File: config.mk
export PLATFORM = sky130hd
export DESIGN_NAME = l2_access_ctrl
export DESIGN_NICKNAME = d
export VERILOG_FILES = /design/src/rtl/l2_access_ctrl.sv
export SDC_FILE = /design/constraint.sdc
export NUM_CORES = 1
export LEC_CHECK = 0
export BUFFER_PORTS_ARGS = -buffer_cell sky130_fd_sc_hd__buf_2
export CAP_MARGIN = 30
export CORE_ASPECT_RATIO = 1.5
export CORE_MARGIN = 2
export CORE_UTILIZATION = 46
export DETAILED_ROUTE_END_ITERATION = 7
export PLACE_DENSITY = 0.73
export SYNTH_ARGS = -nofsm -noshare
export SYNTH_HDL_FRONTEND = slang
export SYNTH_SLANG_ARGS = --single-unit
export TNS_END_PERCENT = 20
File: constraint.sdc
create_clock -name CLK -period 5.7 [get_ports CLK]
set_clock_uncertainty 0.1 [all_clocks]
set_input_delay 0.57 -clock CLK [delete_from_list [all_inputs] [get_ports CLK]]
set_output_delay 0.57 -clock CLK [all_outputs]
set_load 0.05 [all_outputs]
File: src/rtl/l2_access_ctrl.sv
// l2_access_ctrl
// Turns one 64-bit L2 read/write request into two sequential 32-bit beats
// on a word-wide memory port, with alignment checking, error capture and a
// per-beat wait timeout.
//
// Ports
//   CLK, RST          clock, asynchronous active-high reset
//   l2REN / l2WEN     read / write request (held by requester until ACCESS/ERROR)
//   l2addr, l2store   8-byte aligned byte address, 64-bit write data
//   l2load            64-bit read data (holds between read captures)
//   l2state           FREE=0, BUSY=1, ACCESS=2, ERROR=3
//   mem_ren/mem_wen   memory read/write strobes
//   mem_addr          byte address of the current beat (base, then base+4)
//   mem_wdata         write data of the current beat (low word, then high word)
//   mem_rdata         read data, valid with mem_ready
//   mem_ready         single-cycle beat completion
//   mem_error         beat failure, sampled alongside mem_ready
module l2_access_ctrl #(
  parameter int unsigned TIMEOUT = 255
) (
  input  logic        CLK,
  input  logic        RST,
  input  logic        l2REN,
  input  logic        l2WEN,
  input  logic [31:0] l2addr,
  input  logic [63:0] l2store,
  output logic [63:0] l2load,
  output logic [1:0]  l2state,
  output logic        mem_ren,
  output logic        mem_wen,
  output logic [31:0] mem_addr,
  output logic [31:0] mem_wdata,
  input  logic [31:0] mem_rdata,
  input  logic        mem_ready,
  input  logic        mem_error
);

  typedef enum logic [1:0] {
    L2_FREE   = 2'd0,
    L2_BUSY   = 2'd1,
    L2_ACCESS = 2'd2,
    L2_ERROR  = 2'd3
  } l2_state_t;

  typedef enum logic [2:0] {
    S_IDLE, S_BEAT0, S_BEAT1, S_DONE, S_ERR
  } state_t;

  localparam logic [9:0] LP_TMO = 10'(TIMEOUT);

  state_t      r_state, w_next;
  logic [31:0] r_base;
  logic [63:0] r_store;
  logic        r_op;      // 1 = write
  logic [9:0]  r_cnt;
  logic [63:0] r_load;

  logic w_req, w_illegal, w_stall, w_tmo, w_beat, w_ok;

  assign w_req     = l2REN | l2WEN;
  assign w_illegal = (l2REN & l2WEN) | (l2addr[2:0] != 3'd0);
  assign w_beat    = (r_state == S_BEAT0) | (r_state == S_BEAT1);
  assign w_stall   = ~mem_ready & ~mem_error;
  assign w_tmo     = w_stall & (r_cnt == LP_TMO);
  // error wins over ready when both arrive in the same cycle
  assign w_ok      = mem_ready & ~mem_error;

  // state register
  always_ff @(posedge CLK or posedge RST) begin
    if (RST) r_state <= S_IDLE;
    else     r_state <= w_next;
  end

  // next state
  always_comb begin
    w_next = r_state;
    case (r_state)
      S_IDLE: begin
        if (w_req) w_next = w_illegal ? S_ERR : S_BEAT0;
      end
      S_BEAT0: begin
        if (mem_error)      w_next = S_ERR;
        else if (mem_ready) w_next = S_BEAT1;
        else if (w_tmo)     w_next = S_ERR;
      end
      S_BEAT1: begin
        if (mem_error)      w_next = S_ERR;
        else if (mem_ready) w_next = S_DONE;
        else if (w_tmo)     w_next = S_ERR;
      end
      S_DONE:  w_next = S_IDLE;
      S_ERR:   w_next = S_IDLE;
      default: w_next = S_IDLE;
    endcase
  end

  // request latch, beat counter and read capture
  always_ff @(posedge CLK or posedge RST) begin
    if (RST) begin
      r_base  <= '0;
      r_store <= '0;
      r_op    <= 1'b0;
      r_cnt   <= '0;
      r_load  <= '0;
    end else begin
      case (r_state)
        S_IDLE: begin
          r_cnt <= '0;
          if (w_req && !w_illegal) begin
            r_base  <= l2addr;
            r_store <= l2store;
            r_op    <= l2WEN;
          end
        end
        S_BEAT0: begin
          if (w_ok) begin
            r_cnt <= '0;
            if (!r_op) r_load[31:0] <= mem_rdata;
          end else if (w_stall) begin
            r_cnt <= r_cnt + 10'd1;
          end
        end
        S_BEAT1: begin
          if (w_ok) begin
            if (!r_op) r_load[63:32] <= mem_rdata;
          end else if (w_stall) begin
            r_cnt <= r_cnt + 10'd1;
          end
        end
        default: ;
      endcase
    end
  end

  // outputs decoded from registered state only
  always_comb begin
    l2state   = L2_FREE;
    mem_ren   = 1'b0;
    mem_wen   = 1'b0;
    mem_addr  = '0;
    mem_wdata = '0;
    case (r_state)
      S_BEAT0: begin
        l2state   = L2_BUSY;
        mem_addr  = r_base;
        mem_wdata = r_store[31:0];
      end
      S_BEAT1: begin
        l2state   = L2_BUSY;
        mem_addr  = r_base + 32'd4;   // wraps modulo 2^32
        mem_wdata = r_store[63:32];
      end
      S_DONE:  l2state = L2_ACCESS;
      S_ERR:   l2state = L2_ERROR;
      default: l2state = L2_FREE;
    endcase
    if (w_beat) begin
      mem_ren = ~r_op;
      mem_wen = r_op;
    end
  end

  assign l2load = r_load;

endmodule
Word-level counts from Yosys, hierarchy flattened. Index checks and enable logic that the tools add are counted.

Word-level logic and storage cells: 53. Input port bits: 134. Register bits: 174.

Add/subtract/negate cells: 2. Reduce and logical (&&, ||, !) cells: 10. Eq/ne operators: 7. Bitwise gates (word level): 10. Mux-type cells: 17.

Operators with widths (count): $pmux W32 S2 (2); $add A32 B3 Y32 const B (1); $mux W10 (3); $pmux W10 S3 (1); $mux W3 (7); $add A10 B1 Y10 const B (1); $eq A10 B8 Y1 const B (1); $pmux W3 S3 (1); $eq A3 B2 Y1 const B (2); $pmux W2 S3 (1); $reduce_and A3 Y1 (2); $reduce_bool A3 Y1 (2); $and A1 B1 Y1 (4); $ne A2 B2 Y1 const B (2); $reduce_and A2 Y1 (2); $eq A3 B1 Y1 const B (1); $eq A3 B3 Y1 const B (1); $logic_not A3 Y1 (1); $not A1 Y1 (3); $or A1 B1 Y1 (3); $mux W1 (2); $reduce_or A2 Y1 (1); $logic_and A1 B1 Y1 (1); $logic_not A1 Y1 (1).

Depth between registers and ports, before layout. Gate-level depths: netlist of the first run.

Word-level depth: 7. Gate-level depth with buffers: 8. Mapped depth without buffers: 5.

Least setup slack after synthesis of the first run. Ideal clock, no wire load.

Kind: flip-flop to output port. Start: register r_state[0]. End: output mem_addr[14]. Path buffers: 3. Setup slack: 2.019 ns. Data arrival time: 3.011 ns. Cell stages (with the launch flop): 6. Cells stage by stage: dfrtp_1 buf_2 or3b_2 buf_2 clkbuf_1 o41ai_1.

Cells in the longest elaborated chain, start to end: 2.

Ends and longest elaborated chain: start: declaration (RTL line 51) `state_t r_state, w_next;`; start signal: assignment (RTL line 71) `else r_state <= w_next;`; $eq A3 B2 Y1 / $eq A3 B1 Y1 (equally long branches) (RTL line 142) `case (r_state)`; $pmux W32 S2 (*) (RTL line 142); end: declaration (RTL line 31) `output logic [31:0] mem_addr,`.

Mark *: on every way between the ends. The rest lies on a longest branch, timed or not.

Worst setup path after layout of the first run.
Start: register r_state[1]. End: output mem_addr[24].

The elaborated chain is that of the path after synthesis.

==> summary.md, run 1 <==
| Metric | Value |
|---|---|
| Status | `finished clean` |
| First-pass GRT wire length | `33600 µm` |
| Worst Path Class, Setup | `reg -> out` |
| Rows | `59` |
| Crit path depth | `5` |
| IO Count | `266` |
| Routed vias | `6288` |
| Num CTS Buffers | `17` |
| Drt wl/cell | `18.7 µm` |
| DIE HEIGHT | `166 µm` |
| Least-Margin Pin Slew | `878 ps` |
| Delay-heaviest family, CP | `simple AND/OR/NAND/NOR gates` |
| Flop2flop setup slack | `2760 ps` |
| Slew Viols, Final | `0` |
| Synth Cell Area | `0.00804 mm²` |
| Synthesized flop and latch total | `174` |
| Tot Pwr | `4.15 mW` |
| Setup TNS | `0 ps` |
| Area delta synth->final | `26.7%` |
| Hold Crit Class | `in -> async` |
| MaxCap Viol Count | `0` |
| Average cell area after synthesis | `12.7 µm²` |
| Max FO, Critical Path | `27` |
| GP Congestion | `0.899` |
| CP dominant cell by count | `a31oi_1` |
| Post-CTS Hold Buffers | `0` |
| Pwr/cell area | `407 mW/mm²` |
| Synthesized Nets | `771` |
| Top FF cell, synth | `dfrtp_1` |
| Reg2reg end | `r_store[29]` |
| Crit share post-route | `67.6%` |
| CP bufs+invs | `1` |
| GRT Total Usage | `22.6%` |
| Leakage | `5.19 nW` |
| Dpl hpwl | `15200 µm` |
| CP cell instances | `or3b_2, nor3_1, a31oi_1, a31oi_1, buf_2` |
| Clk root buf | `clkbuf_16` |
| RSZ-0062 raised after global routing | `no` |
| Gates resized, CTS repair | `0` |
| Vias in the first global route | `6358` |
| Hold Fails Final Rpt | `0` |
| Worst Reg-to-Reg Cells | `4` |
| DRC viols | `0` |
| Core box area | `0.0173 mm²` |
| Post-synth EDFFs | `0` |
| Syn Inst Count | `635` |
| Worst skew pair latency | `410 ps` |
| Clk slew on worst S/H paths | `70 ps` |
| Initial Util | `46.5%` |
| Final setup fails | `0` |
| Initial antenna violation count | `1` |
| Post-CTS setup buffer count | `0` |
| Vias per std cell | `5.65` |
| Asr flop ratio synth | `100%` |
| Layout cell share with drive strength beyond 1 | `53.3%` |
| Port bufs | `265` |
| Largest net degree at the start of global routing | `71` |
| CP max-delay cell | `or3b_2` |
| Synthesis warning total | `0` |
| Distinct cell type count after synthesis | `59` |
| Filler cells | `1491` |
| Die Footprint | `0.0186 mm²` |
| Post-layout net count | `1021` |
| Clk sinks | `174` |
| Worst VDD drop | `0.259 mV` |
| R2R Path Start | `r_state[1]` |
| Post-DRT Antenna Nets | `0` |
| Aggregate global routing overflow | `0` |
| Pre-Repair DR Iteration Count | `5` |
| Critical path required time | `5030 ps` |
| Clk buf depth | `2` |
| Sequential share of the synthesized area | `54.2%` |
| Data arrival, critical path | `3180 ps` |
| Critical Path Sink Type | `output port` |
| CP max stage delay | `780 ps` |
| First DRT Iteration DRCs | `521` |
| Crit start category | `register` |
| H-tree levels | `4` |
| Headroom to the max-slew limit | `41.5%` |
| DRT Wirelength | `20900 µm` |
| Die X | `112 µm` |
| CTS tree | `built` |
| Max frequency | `0.260 GHz` |
| Fin crit period | `3850 ps` |
## where the power goes
part           switching [mW]  internal [mW]  total, mW
registers               0.336           1.59       1.93
logic                   0.624          0.430       1.05
clock network           0.521          0.647       1.17
total                    1.48           2.67       4.15
## worst max path at each step
stage / from / endpoint
after floorplan: RST / l2load[0]
after global placement: r_state[0] / mem_addr[21]
after detailed placement: r_state[1] / mem_addr[24]
after CTS: r_state[1] / mem_addr[24]
after global routing: r_state[1] / mem_addr[23]
final: r_state[1] / mem_addr[24]
## cell families after synthesis
family          count (synthesis)  synth area share, %
buf+inv                        48                 2.52
xor+xnor                       10                 1.09
flops                         174                 54.2
fa+ha+maj                       2                0.311
compound gates                119                 11.3
mux                           159                 22.2
simple gates                  123                 8.37
## worst register-to-register path: stages (launching register included)
cell     delay, ps
dfrtp_1        600
nor3_1         520
nand3_4        600
buf_4          630
mux2_2         380
## cell type report
cell class,instances,area [µm²],share of cell area [%]
Clock inverter,13,144,1.41
Antenna cell,2,5.00,0.0492
Timing Repair Buffer,276,1440,14.1
Tap cell,213,267,2.62
Clock buffer,19,453,4.45
Sequential cell,174,4350,42.8
Multi-Input combinational cell,413,3510,34.4
Inverter,3,16.3,0.160
## Yosys cell counts (all sizes together) (2+ instances only)
cell type	instances	area, µm²
a211oi	2	15.0
nand4	14	93.8
dfrtp	174	4350
nand2b	2	12.5
and4	3	26.3
nand3b	4	30.0
or3b	2	17.5
nor3b	2	25.0
nand3	10	55.1
nor3	7	35.0
and2	8	50.1
clkbuf	19	72.6
buf	26	119
xnor2	2	17.5
a41oi	2	17.5
xor2	8	70.1
a21o	2	15.0
mux2i	2	20.0
o31ai	4	30.0
or3	2	12.5
a21oi	8	40.0
o311ai	7	61.3
nand2	28	105
o21a	2	15.0
inv	3	11.3
o21ai	20	100
a31o	2	17.5
or4	4	31.3
nor2	23	86.3
o211ai	2	15.0
a31oi	16	100
ha	2	25.0
a22o	34	298
nor4	3	18.8
o41ai	7	61.3
and3	9	57.6
mux2	157	1770
## sequential cells by signal, indices dropped and copies added, names as in the netlist
name,count
l2load,64
r_store,64
r_op,1
r_base,32
r_state,3
r_cnt,10
## routing by layer
metal  GRT usage (%)  vias up  share of wire [%]
met4            8.38        0                2.7
li1                -     2884                  -
met2            39.7      268                 52
met5               0        -                  0
met1            26.1     3099                 38
met3            6.53       37                7.4
## cell usage in the layout (no fill, tap or decap), types with 7 or more instances in the layout
cell type,count
nor3_1,7
and3_1,8
nand2_1,28
mux2_2,155
o21ai_0,20
clkbuf_16,17
nand4_1,13
o41ai_1,7
and2_1,8
a22o_1,34
nand3_1,8
xor2_1,8
a21oi_1,8
buf_4,9
dfrtp_1,174
a31oi_1,16
nor2_1,23
buf_2,265
## stage by stage
stage / hold WS, ps / util, % / setup WS (ps) / cells / cell area, µm²
5_1_grt: 88.6 / 58.9 / 1670 / 1112 / 10200
3_3_place_gp: 361 / 55.2 / 2320 / 1076 / 9530
3_5_place_dp: 363 / 55.5 / 2390 / 1079 / 9580
6_report: 70.6 / 58.9 / 1850 / 1113 / 10200
2_1_floorplan: 344 / - / 313 / 635 / 8040
4_1_cts: 64.9 / 58.9 / 1940 / 1111 / 10200
No activity file was read; power rests on OpenSTA's default activity.
==> run 2, diff against run 1 <==
clock period = 3.45 ns   (was 5.7 ns; I/O delays follow)
==> summary.md, run 2 (same netlist as run 1, synthesis figures left out) <==
| Metric | Value |
|---|---|
| Worst VDD drop | `0.532 mV` |
| Status | `finished clean` |
| Slew Viols, Final | `0` |
| Core box area | `0.0173 mm²` |
| Post-DRT Antenna Nets | `0` |
| Pwr/cell area | `668 mW/mm²` |
| Layout cell share with drive strength beyond 1 | `53.2%` |
| MaxCap Viol Count | `0` |
| Clk sinks | `174` |
| Post-layout net count | `1023` |
| Initial antenna violation count | `2` |
| Rows | `59` |
| CTS tree | `built` |
| Clk root buf | `clkbuf_16` |
| DIE HEIGHT | `166 µm` |
| RSZ-0062 raised after global routing | `no` |
| Clk buf depth | `2` |
| Layout Utilization | `59.4%` |
| Most common cell after layout, fill and taps aside | `buf_2` |
| DRC viols | `0` |
| Dpl hpwl | `14700 µm` |
| Post-CTS setup buffer count | `0` |
| First-pass GRT wire length | `32700 µm` |
| GRT Total Usage | `22.0%` |
| Max FO, Critical Path | `17` |
| Port bufs | `265` |
| Area delta synth->final | `27.6%` |
| Die X | `112 µm` |
| Data arrival, critical path | `2720 ps` |
| Routed vias | `6241` |
| Most frequent cells in the layout | `265 x buf_2, 174 x dfrtp_1, 155 x mux2_2, 34 x a22o_1, 28 x nand2_1` |
| Worst skew pair latency | `420 ps` |
| Filler cells | `1455` |
| First DRT Iteration DRCs | `436` |
| Max frequency | `0.316 GHz` |
| Vias in the first global route | `6304` |
| Critical Path Sink Type | `output port` |
| Num CTS Buffers | `17` |
| Fin crit period | `3170 ps` |
| Hold Crit Class | `in -> reg` |
| Crit start category | `register` |
| Vias per std cell | `5.60` |
| Aggregate global routing overflow | `0` |
| Initial Util | `46.5%` |
| IO Count | `266` |
| Worst Path Class, Setup | `reg -> out` |
| H-tree levels | `4` |
| Critical path required time | `3000 ps` |
| Headroom to the max-slew limit | `58.0%` |
| Hold Fails Final Rpt | `0` |
| Drt wl/cell | `18.4 µm` |
| Tot Pwr | `6.85 mW` |
| GP Congestion | `0.946` |
| Crit share post-route | `91.8%` |
| Leakage | `5.21 nW` |
| Least-Margin Pin Slew | `630 ps` |
| Die Footprint | `0.0186 mm²` |
| Final setup fails | `0` |
| Clk slew on worst S/H paths | `70 ps` |
| Largest net degree at the start of global routing | `102` |
| Pre-Repair DR Iteration Count | `4` |
| DRT Wirelength | `20500 µm` |
[run 2: cell count changes in the layout (fill, tap and decap cells not counted), sizes merged]
cell and change:
bufinv +1, buf +1, inv -3, dlygate4sd3 +1, diode -1, clkinvlp +3, clkbuf -1
[run 2: layer usage]
| metal | global-route usage (%) | vias up | wire [µm] |
|---|---|---|---|
| met5 | 0 | - | 13 |
| li1 | - | 2879 | - |
| met4 | 8.32 | 2 | 531 |
| met1 | 25.5 | 3083 | 7810 |
| met2 | 38.3 | 244 | 10700 |
| met3 | 6.57 | 33 | 1450 |
[run 2: critical path, stage by stage (launching register included)]
cell and delay, ps:
dfrtp_1 700, or3b_2 690, nand2_1 290, o311ai_0 190, o41ai_1 100, buf_2 330
[run 2: what timing repair did]
item                       in CTS  in global routing
hold endpoints to repair       16                  0
hold buffers                    1                  0
setup endpoints to repair       0                  7
gates resized for setup         0                  1
[run 2: final cells by class]
type                       instances  area (µm²)  area share, %
antenna                            1        2.50         0.0244
clock buffer                      18         429           4.18
clock inverter                    14         176           1.72
inverter                           3        15.0          0.146
multi-input combinational        413        3510           34.2
sequential                       174        4350           42.5
tap                              213         267           2.60
timing repair buffer             278        1500           14.6
[run 2: path summary, 6_finish.rpt]
check	end	from	cells past startpoint	slack [ps]
min	r_store[41]	l2store[41]	2	50
min reg2reg	r_base[1]	r_base[1]	1	380
max	mem_addr[21]	r_state[0]	5	280
min in group asynchronous	l2load[3]	RST	3	380
max in group asynchronous	r_base[22]	RST	4	1960
max reg2reg	r_base[3]	r_state[0]	4	860
[run 2: per-stage QoR]
stage / setup slack (ps) / instance area [µm²] / instances / hold slack, ps / setup TNS, ps
2_1_floorplan: -5.99 / 8040 / 635 / 312 / -23.4
3_3_place_gp: 589 / 9630 / 1080 / 277 / 0
5_1_grt: 125 / 10300 / 1114 / 30.6 / 0
6_report: 282 / 10300 / 1114 / 48.5 / 0
4_1_cts: 91.5 / 10200 / 1113 / 27.4 / 0
3_5_place_dp: 558 / 9630 / 1080 / 286 / 0
[run 2: where the power goes]
| part | switching, mW | leakage [nW] | internal (mW) |
|---|---|---|---|
| clock network | 0.863 | 0.292 | 1.10 |
| registers | 0.496 | 2.24 | 2.63 |
| logic | 1.04 | 2.68 | 0.722 |
| total | 2.40 | 5.21 | 4.45 |
